File: config.mk
export PLATFORM = sky130hd
export DESIGN_NAME = mul_issue_ctrl
export DESIGN_NICKNAME = d
export VERILOG_FILES = /design/src/rtl/alu_pkg.sv /design/src/rtl/sync_fifo.sv /design/src/rtl/mul_issue_ctrl.sv
export SDC_FILE = /design/constraint.sdc
export NUM_CORES = 1
export LEC_CHECK = 0
export ABC_AREA = 1
export BUFFER_PORTS_ARGS = -buffer_cell sky130_fd_sc_hd__buf_2
export CORE_ASPECT_RATIO = 0.75
export CORE_MARGIN = 2
export CORE_UTILIZATION = 39
export CTS_BUF_LIST = sky130_fd_sc_hd__clkbuf_8
export DETAILED_ROUTE_END_ITERATION = 10
export GPL_TIMING_DRIVEN = 0
export HOLD_SLACK_MARGIN = 0.15
export SYNTH_ARGS = -nofsm -noshare
export SYNTH_HDL_FRONTEND = slang
export SYNTH_SLANG_ARGS = --single-unit
File: constraint.sdc
create_clock -name clk -period 4.8 [get_ports clk]
set_input_delay 0 -clock clk [delete_from_list [all_inputs] [get_ports clk]]
set_output_delay 0 -clock clk [all_outputs]
set_load 0.02 [all_outputs]
File: src/rtl/alu_pkg.sv
// Shared ALU definitions: multiplier operand width and issue-controller states.
package alu_pkg;
   localparam int W_MUL = 8;

   typedef enum logic [1:0] {
      IDLE  = 2'd0,
      ISSUE = 2'd1,
      WAIT  = 2'd2
   } mul_state_t;
endpackage

File: src/rtl/sync_fifo.sv
// Small synchronous FIFO with occupancy count; pointers wrap modulo DEPTH.
module sync_fifo #(
   parameter int W     = 16,
   parameter int DEPTH = 4
) (
   input  logic                   clk,
   input  logic                   rst_n,
   input  logic                   push,
   input  logic                   pop,
   input  logic [W-1:0]           wdata,
   output logic [W-1:0]           rdata,
   output logic [$clog2(DEPTH):0] cnt
);
   localparam int AW = $clog2(DEPTH);
   localparam int CW = AW + 1;

   logic [W-1:0]  mem [DEPTH];
   logic [AW-1:0] wptr, rptr;

   assign rdata = mem[rptr];

   always_ff @(posedge clk or negedge rst_n) begin
      if (!rst_n) begin
         wptr <= '0;
         rptr <= '0;
         cnt  <= '0;
      end else begin
         if (push) wptr <= wptr + AW'(1);
         if (pop)  rptr <= rptr + AW'(1);
         case ({push, pop})
            2'b10:   cnt <= cnt + CW'(1);
            2'b01:   cnt <= cnt - CW'(1);
            default: ;
         endcase
      end
   end

   // Storage needs no reset; only entries below cnt are ever read.
   always_ff @(posedge clk) begin
      if (push) mem[wptr] <= wdata;
   end
endmodule

File: src/rtl/mul_issue_ctrl.sv
// Streaming front end for the sequential Booth multiplier: operand FIFO,
// start/busy issue FSM and a valid/ready result holding register.
module mul_issue_ctrl
   import alu_pkg::*;
#(
   parameter int W     = W_MUL,
   parameter int DEPTH = 4
) (
   input  logic                   clk,
   input  logic                   rst_n,
   input  logic                   in_valid,
   output logic                   in_ready,
   input  logic [W-1:0]           in_a,
   input  logic [W-1:0]           in_b,
   output logic                   res_valid,
   input  logic                   res_ready,
   output logic [2*W-1:0]         res_out,
   output logic                   mul_start,
   output logic [W-1:0]           mul_a,
   output logic [W-1:0]           mul_b,
   input  logic                   mul_busy,
   input  logic [2*W-1:0]         mul_out,
   output logic [$clog2(DEPTH):0] fifo_cnt
);
   localparam int CW = $clog2(DEPTH) + 1;
   localparam logic [CW-1:0] FULL = CW'(DEPTH);

   mul_state_t     state;
   logic [2*W-1:0] head;
   logic           busy_low, res_valid_next, push, pop;

   // An X on busy (unreset multiplier) must read as "not idle".
   assign busy_low       = (mul_busy === 1'b0);
   assign res_valid_next = res_valid && !res_ready;
   assign pop            = (state == IDLE) && (fifo_cnt != '0) && !res_valid_next && busy_low;
   assign in_ready       = (fifo_cnt < FULL) || pop;
   assign push           = in_valid && in_ready;

   sync_fifo #(.W(2*W), .DEPTH(DEPTH)) u_fifo (
      .clk   (clk),
      .rst_n (rst_n),
      .push  (push),
      .pop   (pop),
      .wdata ({in_a, in_b}),
      .rdata (head),
      .cnt   (fifo_cnt)
   );

   always_ff @(posedge clk or negedge rst_n) begin
      if (!rst_n) begin
         state     <= IDLE;
         mul_start <= 1'b0;
         mul_a     <= '0;
         mul_b     <= '0;
         res_valid <= 1'b0;
         res_out   <= '0;
      end else begin
         if (res_valid && res_ready) res_valid <= 1'b0;
         case (state)
            IDLE: if (pop) begin
               mul_a     <= head[2*W-1:W];
               mul_b     <= head[W-1:0];
               mul_start <= 1'b1;
               state     <= ISSUE;
            end
            ISSUE: if (mul_busy === 1'b1) begin
               mul_start <= 1'b0;
               state     <= WAIT;
            end
            // Busy falls on the same edge the product lands.
            WAIT: if (busy_low) begin
               res_out   <= mul_out;
               res_valid <= 1'b1;
               state     <= IDLE;
            end
            default: state <= IDLE;
         endcase
      end
   end
endmodule
* Word-level counts from Yosys, hierarchy flattened *
Memories as Yosys holds them, arrays and structs flattened. A register that Yosys moved wholly into a read port is not among the register bits.
Cells that the tools add are included.

storage, ports and cells
  register bits after elaboration = 27
  latch bits = 0
  bits in writable memories = 64
  memory bits (read-only) = 0
  input bits = 37
  output and inout bits = 38
  logic and storage cells = 53
  memories kept = 1

operators by class
  add/sub/neg operators = 4
  $mul = 0
  divide/modulo/power cells = 0
  order comparisons = 1
  eq/ne operators = 9
  shifts and indexed selects = 0
  mux-type cells = 13
  bitwise gates (word level) = 0
  reductions and logical operators = 18

memories
  memory      words  bits a word  rd ports  clocked after Yosys merged registers in  wr ports  RTL line         RTL
  u_fifo.mem  4      16           1         1                                        1         sync_fifo.sv:17  logic [W-1:0] mem [DEPTH];

operators by type and width
  cell                                                                 count
  1-bit two-way mux                                                    7
  1-bit logical AND                                                    6
  2-bit two-way mux                                                    3
  2-bit != test (second input constant)                                3
  2-bit case mux with 3 select lines                                   1
  3-bit case mux with 2 select lines                                   1
  3-bit AND reduction                                                  2
  2-bit by 1-bit adder with 2-bit output (second input constant)       2
  2-bit by 1-bit == test with 1-bit output (second input constant)     2
  2-bit == test (second input constant)                                2
  2-bit AND reduction                                                  2
  2-bit nonzero test                                                   2
  3-bit by 1-bit adder with 3-bit output (second input constant)       1
  1-bit logical NOT                                                    3
  3-bit < comparator (second input constant)                           1
  3-bit nonzero test                                                   1
  3-bit by 1-bit subtractor with 3-bit output (second input constant)  1
  1-bit case equality test (second input constant)                     2
  2-bit logical NOT                                                    1
  1-bit case mux with 2 select lines                                   1
  1-bit logical OR                                                     1

* Depth between registers and ports, before layout *
  depth in word-level cells = 9
  mapped depth = 12
  gate-level depth less buffers = 12

* By module *
From an unflattened synthesis, not the netlist that was laid out.

unflattened totals
  cells, all modules = 397
  area, all modules = 4704.5 µm²

modules (own cells, without submodules)
  module          times used  cells each  area an instance (µm²)  sequential area each (µm²)
  sync_fifo       1           233         3199.3                  2097.0
  mul_issue_ctrl  1           164         1505.2                  900.9

* Worst setup path before layout *
OpenSTA, ideal clock, no wires.

  path kind = register to register
  start point = reg u_fifo.cnt[0]
  end point = mem u_fifo.mem[0][0] (enable)
  library setup time = 0.389 ns
  data arrival time = 1.800 ns
  data required time = 4.411 ns
  path slack = 2.612 ns
  stages on the path, launching flop included = 7
  buffers on the path = 0
  clock period less this slack = 2.188 ns
  path through = dfrtp_1 inv_1 nand3_1 nand3_4 nand2_2 nand2_2 nor2_1

between the ends
  longest elaborated chain between the ends = 8
  elaborated cells on any way between the ends = 9
  classes of those cells = order compare (1); mux (2); reduce/logical (6)

RTL lines
  item                                                        RTL line              RTL
  start, declared                                             sync_fifo.sv:12       output logic [$clog2(DEPTH):0] cnt
  start signal, assigned                                      sync_fifo.sv:31       2'b10: cnt <= cnt + CW'(1);
  start signal, assigned                                      sync_fifo.sv:32       2'b01: cnt <= cnt - CW'(1);
  branches (longest 4 deep; another with 3-bit < comparator)  -
  1-bit logical OR (*)                                        mul_issue_ctrl.sv:36  assign in_ready = (fifo_cnt < FULL) || pop;
  net in_ready                                                mul_issue_ctrl.sv:12  output logic in_ready,
  1-bit logical AND (*)                                       mul_issue_ctrl.sv:37  assign push = in_valid && in_ready;
  1-bit two-way mux (*)                                       sync_fifo.sv:40       if (push) mem[wptr] <= wdata;
  1-bit two-way mux (implied by the code) (*)                 sync_fifo.sv:40
  end, declared                                               sync_fifo.sv:17

Mark *: on every way through the listed nets, which the timed path passes.

* Worst setup path in the final report *
  start point = reg u_fifo.cnt[1]
  end point = reg u_fifo.cnt[2]

between the ends
  longest elaborated chain between the ends = 8
  elaborated cells on any way between the ends = 13
  classes of those cells = add/sub (2); order compare (1); eq/ne (2); mux (1); reduce/logical (7)

RTL lines
  item
  branches (longest 8 deep; another with 3-bit < comparator)

Several ways; the timed one is not identified.
A chain may end at the register's enable or synchronous reset.

==> impl_metrics.tcl <==
set metrics [dict create \
    synth_cell_type_count 26 \
    initial_core_util 0.4052 \
    grtUsageTotal 0.1631 \
    drtPass1Iterations 4 \
    required_ps 5040 \
    drt-initial-drc-count 216 \
    overflow 0 \
    fin_crit_ps 2180 \
    ys_seq_elements 107 \
    swShare 0.3808 \
    comb_power_share 0.402 \
    num_antenna_cells 0 \
    yosys.area_share.simple 0.1050 \
    p_leak_nw 2.316 \
    ys.flop_type "edfxtp_1" \
    hold_class "input pin to async pin" \
    synthTopCellsByCount "64 x edfxtp_1, 57 x nand2_1, 43 x dfrtp_1, 37 x nor2_1, 25 x o21ai_0" \
    synthCells 322 \
    drive_gt1_frac 0.2993 \
    hold_violations 0 \
    synth_adder_area_share 0.01958 \
    cts_root_buf "clkbuf_8" \
    arrival_ps 2420 \
    yosysMostFrequentCell "edfxtp_1" \
    finalMaxSlewViolations 0 \
    tightest_slew_ps 971.9 \
    crit_fanout 7 \
    num_vias 2809 \
    cp_slowest_cell "dfrtp_1" \
    cts_sinks 107 \
    clk_pin_slew_ps 100 \
    die_area_um2 11670 \
    endpoint_kind "flip-flop" \
    clk_latency_ps 360 \
    slew_headroom 0.3521 \
    route.detailed.drc 0 \
    h-tree-depth 3 \
    grt_pass1_wl_um 14260 \
    yosys_warnings 0 \
    power_switching_w 0.001253 \
    p_clk_frac 0.178 \
    grt_pass1_vias 2841 \
    path_class "flip-flop to flip-flop" \
    muxShareOfSynthArea 0.05073 \
    syn_area_per_cell_um2 13.10 \
    die_x_um 124.1 \
    io_pins 75 \
    ir_drop_v 0.0002462 \
    post_cts_buffers 0 \
    via_per_inst 4.785 \
    status "completed" \
    clock_path_buffers 2 \
    dp_hpwl_um 5830 \
    p_per_area_nw_per_um2 610.9 \
    final.setup.tns_ps 0 \
    final_core_util 0.5175 \
    yosysSeqAreaShare 0.7108 \
    power.total_w 0.003291 \
    netlist_area_um2 4218 \
    rsz0062_at_grt "false" \
    portBuffers 74 \
    antenna_found_initial 0 \
    synth_top_family_by_area "simple AND/OR/NAND/NOR gates" \
    seq_power_share 0.420 \
    clock_skew_ps 10.90 \
    path_cells "inv_1 > nand3_1 > nand3_4 > nand2_2 > nand2_2 > ha_1 > inv_1 > fa_1 > a21oi_1 > o21ai_0 > xor2_1" \
    grt_max_degree 44 \
    routedWlPerCell_um 15.01 \
    synth_area_leader_cell "edfxtp_1" \
    async_reset_ff_frac 0.4019 \
    post-route-period-util 0.4541 \
    syn-num-nets 365 \
    numCtsBuffers 9 \
    power.internal_w 0.002038 \
    syn2layout_area_growth_pct 27.74 \
    cts_tree "done" \
    synth-compound-area-share 0.07179 \
    nNetsFinal 489 \
    drv_cap 0 \
    setup_viol 0 \
    cp-start-kind "flip-flop" \
    fmax_ghz 0.4588 \
    synth_area_leaders "edfxtp_1 46%, dfrtp_1 26%, nand2_1 5.1%" \
    synth_xor_area_frac 0.006230 \
    gp_congestion 0.7364 \
    die_h_um 94.06 \
    placementRows 32 \
    synth_top_area_share 0.4557 \
    fillers 903 \
    drt-total-wl_um 8809 \
    max_stage_delay_ps 420 \
    synth-edff-count 64 \
    drt.antenna.violating_nets 0 \
    fp.coreArea_um2 10410 \
]
-- stage by stage --
stage	worst slack [ps]	hold WS, ps	instances	cell area [um2]
finish	2620	335.9	587	5388
global route	2433	380.8	587	5388
CTS	2586	349.8	587	5388
detailed placement	2610	217.8	535	4813
global placement	2069	199.7	532	4758
floorplan	2612	-295.6	322	4218
-- path summary, 6_finish.rpt --
check | startpoint | endpoint | slack (ps) | cells after the start
max reg2reg | u_fifo.cnt[1] | u_fifo.cnt[2] | 2620 | 11
max in group asynchronous | rst_n | res_out[10] | 3850 | 2
min reg2reg | mul_b[5] | mul_b[5] | 480 | 2
min | rst_n | res_out[6] | 340 | 2
max | u_fifo.cnt[1] | u_fifo.cnt[2] | 2620 | 11
min in group clk | in_a[1] | u_fifo.mem[0][9] | 380 | 2
-- critical path, delay by kind of cell, from the launching register on --
kind | cells | cell delay, ps
xor gates and xnor gates | 1 | 150
buffers and inverters | 2 | 160
adders and majority gates | 2 | 540
and+or+nand+nor | 4 | 550
DFF | 1 | 420
AOI/OAI and AO/OA | 2 | 250
-- routing by layer --
layer	routed length, um	vias to the layer above	track usage
li1	-	1363	-
met1	4323	1341	0.2316
met2	3760	98	0.2495
met3	634	7	0.04308
met4	91	0	0.04213
met5	0	-	0
-- final cells by class --
type                       instances  area, um2  share of cell area
timing repair buffer             113      775.7              0.1440
inverter                          17      68.82             0.01277
sequential                       107       2998              0.5564
clock buffer                       9      123.9             0.02299
tap                              136      170.2             0.03158
multi-input combinational        186       1079              0.2002
buffer                            12      82.58             0.01533
clock inverter                     7      90.09             0.01672
-- cells by family after synthesis --
| group | after synthesis |
|---|---|
| mux | 16 |
| fa+ha+maj | 6 |
| flops | 107 |
| buf+inv | 29 |
| simple gates | 105 |
| compound gates | 56 |
| xor+xnor | 3 |
-- layout by cell type, fill, tap and decap left out, types with 4 or more instances in the layout --
| master | Yosys | final |
|---|---|---|
| nand2_1 | 57 | 57 |
| mux2_4 | 9 | 9 |
| o21ai_0 | 25 | 25 |
| dlygate4sd3_1 | 0 | 36 |
| nor2_2 | 0 | 4 |
| buf_2 | 9 | 83 |
| mux2_2 | 7 | 7 |
| buf_8 | 1 | 4 |
| o22ai_1 | 16 | 16 |
| inv_2 | 4 | 4 |
| inv_1 | 12 | 13 |
| nor2_1 | 37 | 33 |
| nand3_1 | 4 | 4 |
| ha_1 | 5 | 5 |
| o21ai_1 | 13 | 13 |
| clkbuf_8 | 0 | 9 |
| edfxtp_1 | 64 | 64 |
| dfrtp_1 | 43 | 43 |
-- sequential cells by signal (all words and copies together) (netlist names) --
register / flops
u_fifo.cnt: 3
state: 2
u_fifo.wptr: 2
mul_b: 8
res_out: 16
u_fifo.rptr: 2
mul_start: 1
mul_a: 8
u_fifo.mem: 64
res_valid: 1
-- power groups by stage --
stage                     Combinational (W)  Sequential (W)  Clock, W
after global routing                0.00148         0.00142  0.000634
after detailed placement            0.00131         0.00140         0
after floorplan                    0.000687         0.00158         0
after global placement              0.00127         0.00139         0
final                               0.00132         0.00138  0.000584
after CTS                           0.00134         0.00138  0.000605
-- repair_timing --
item / in CTS / in global routing
hold buffers: 36 / 0
endpoints found under the hold margin: 129 / 0
gates resized for setup: 0 / 0
No activity file was read; power rests on OpenSTA's default activity.
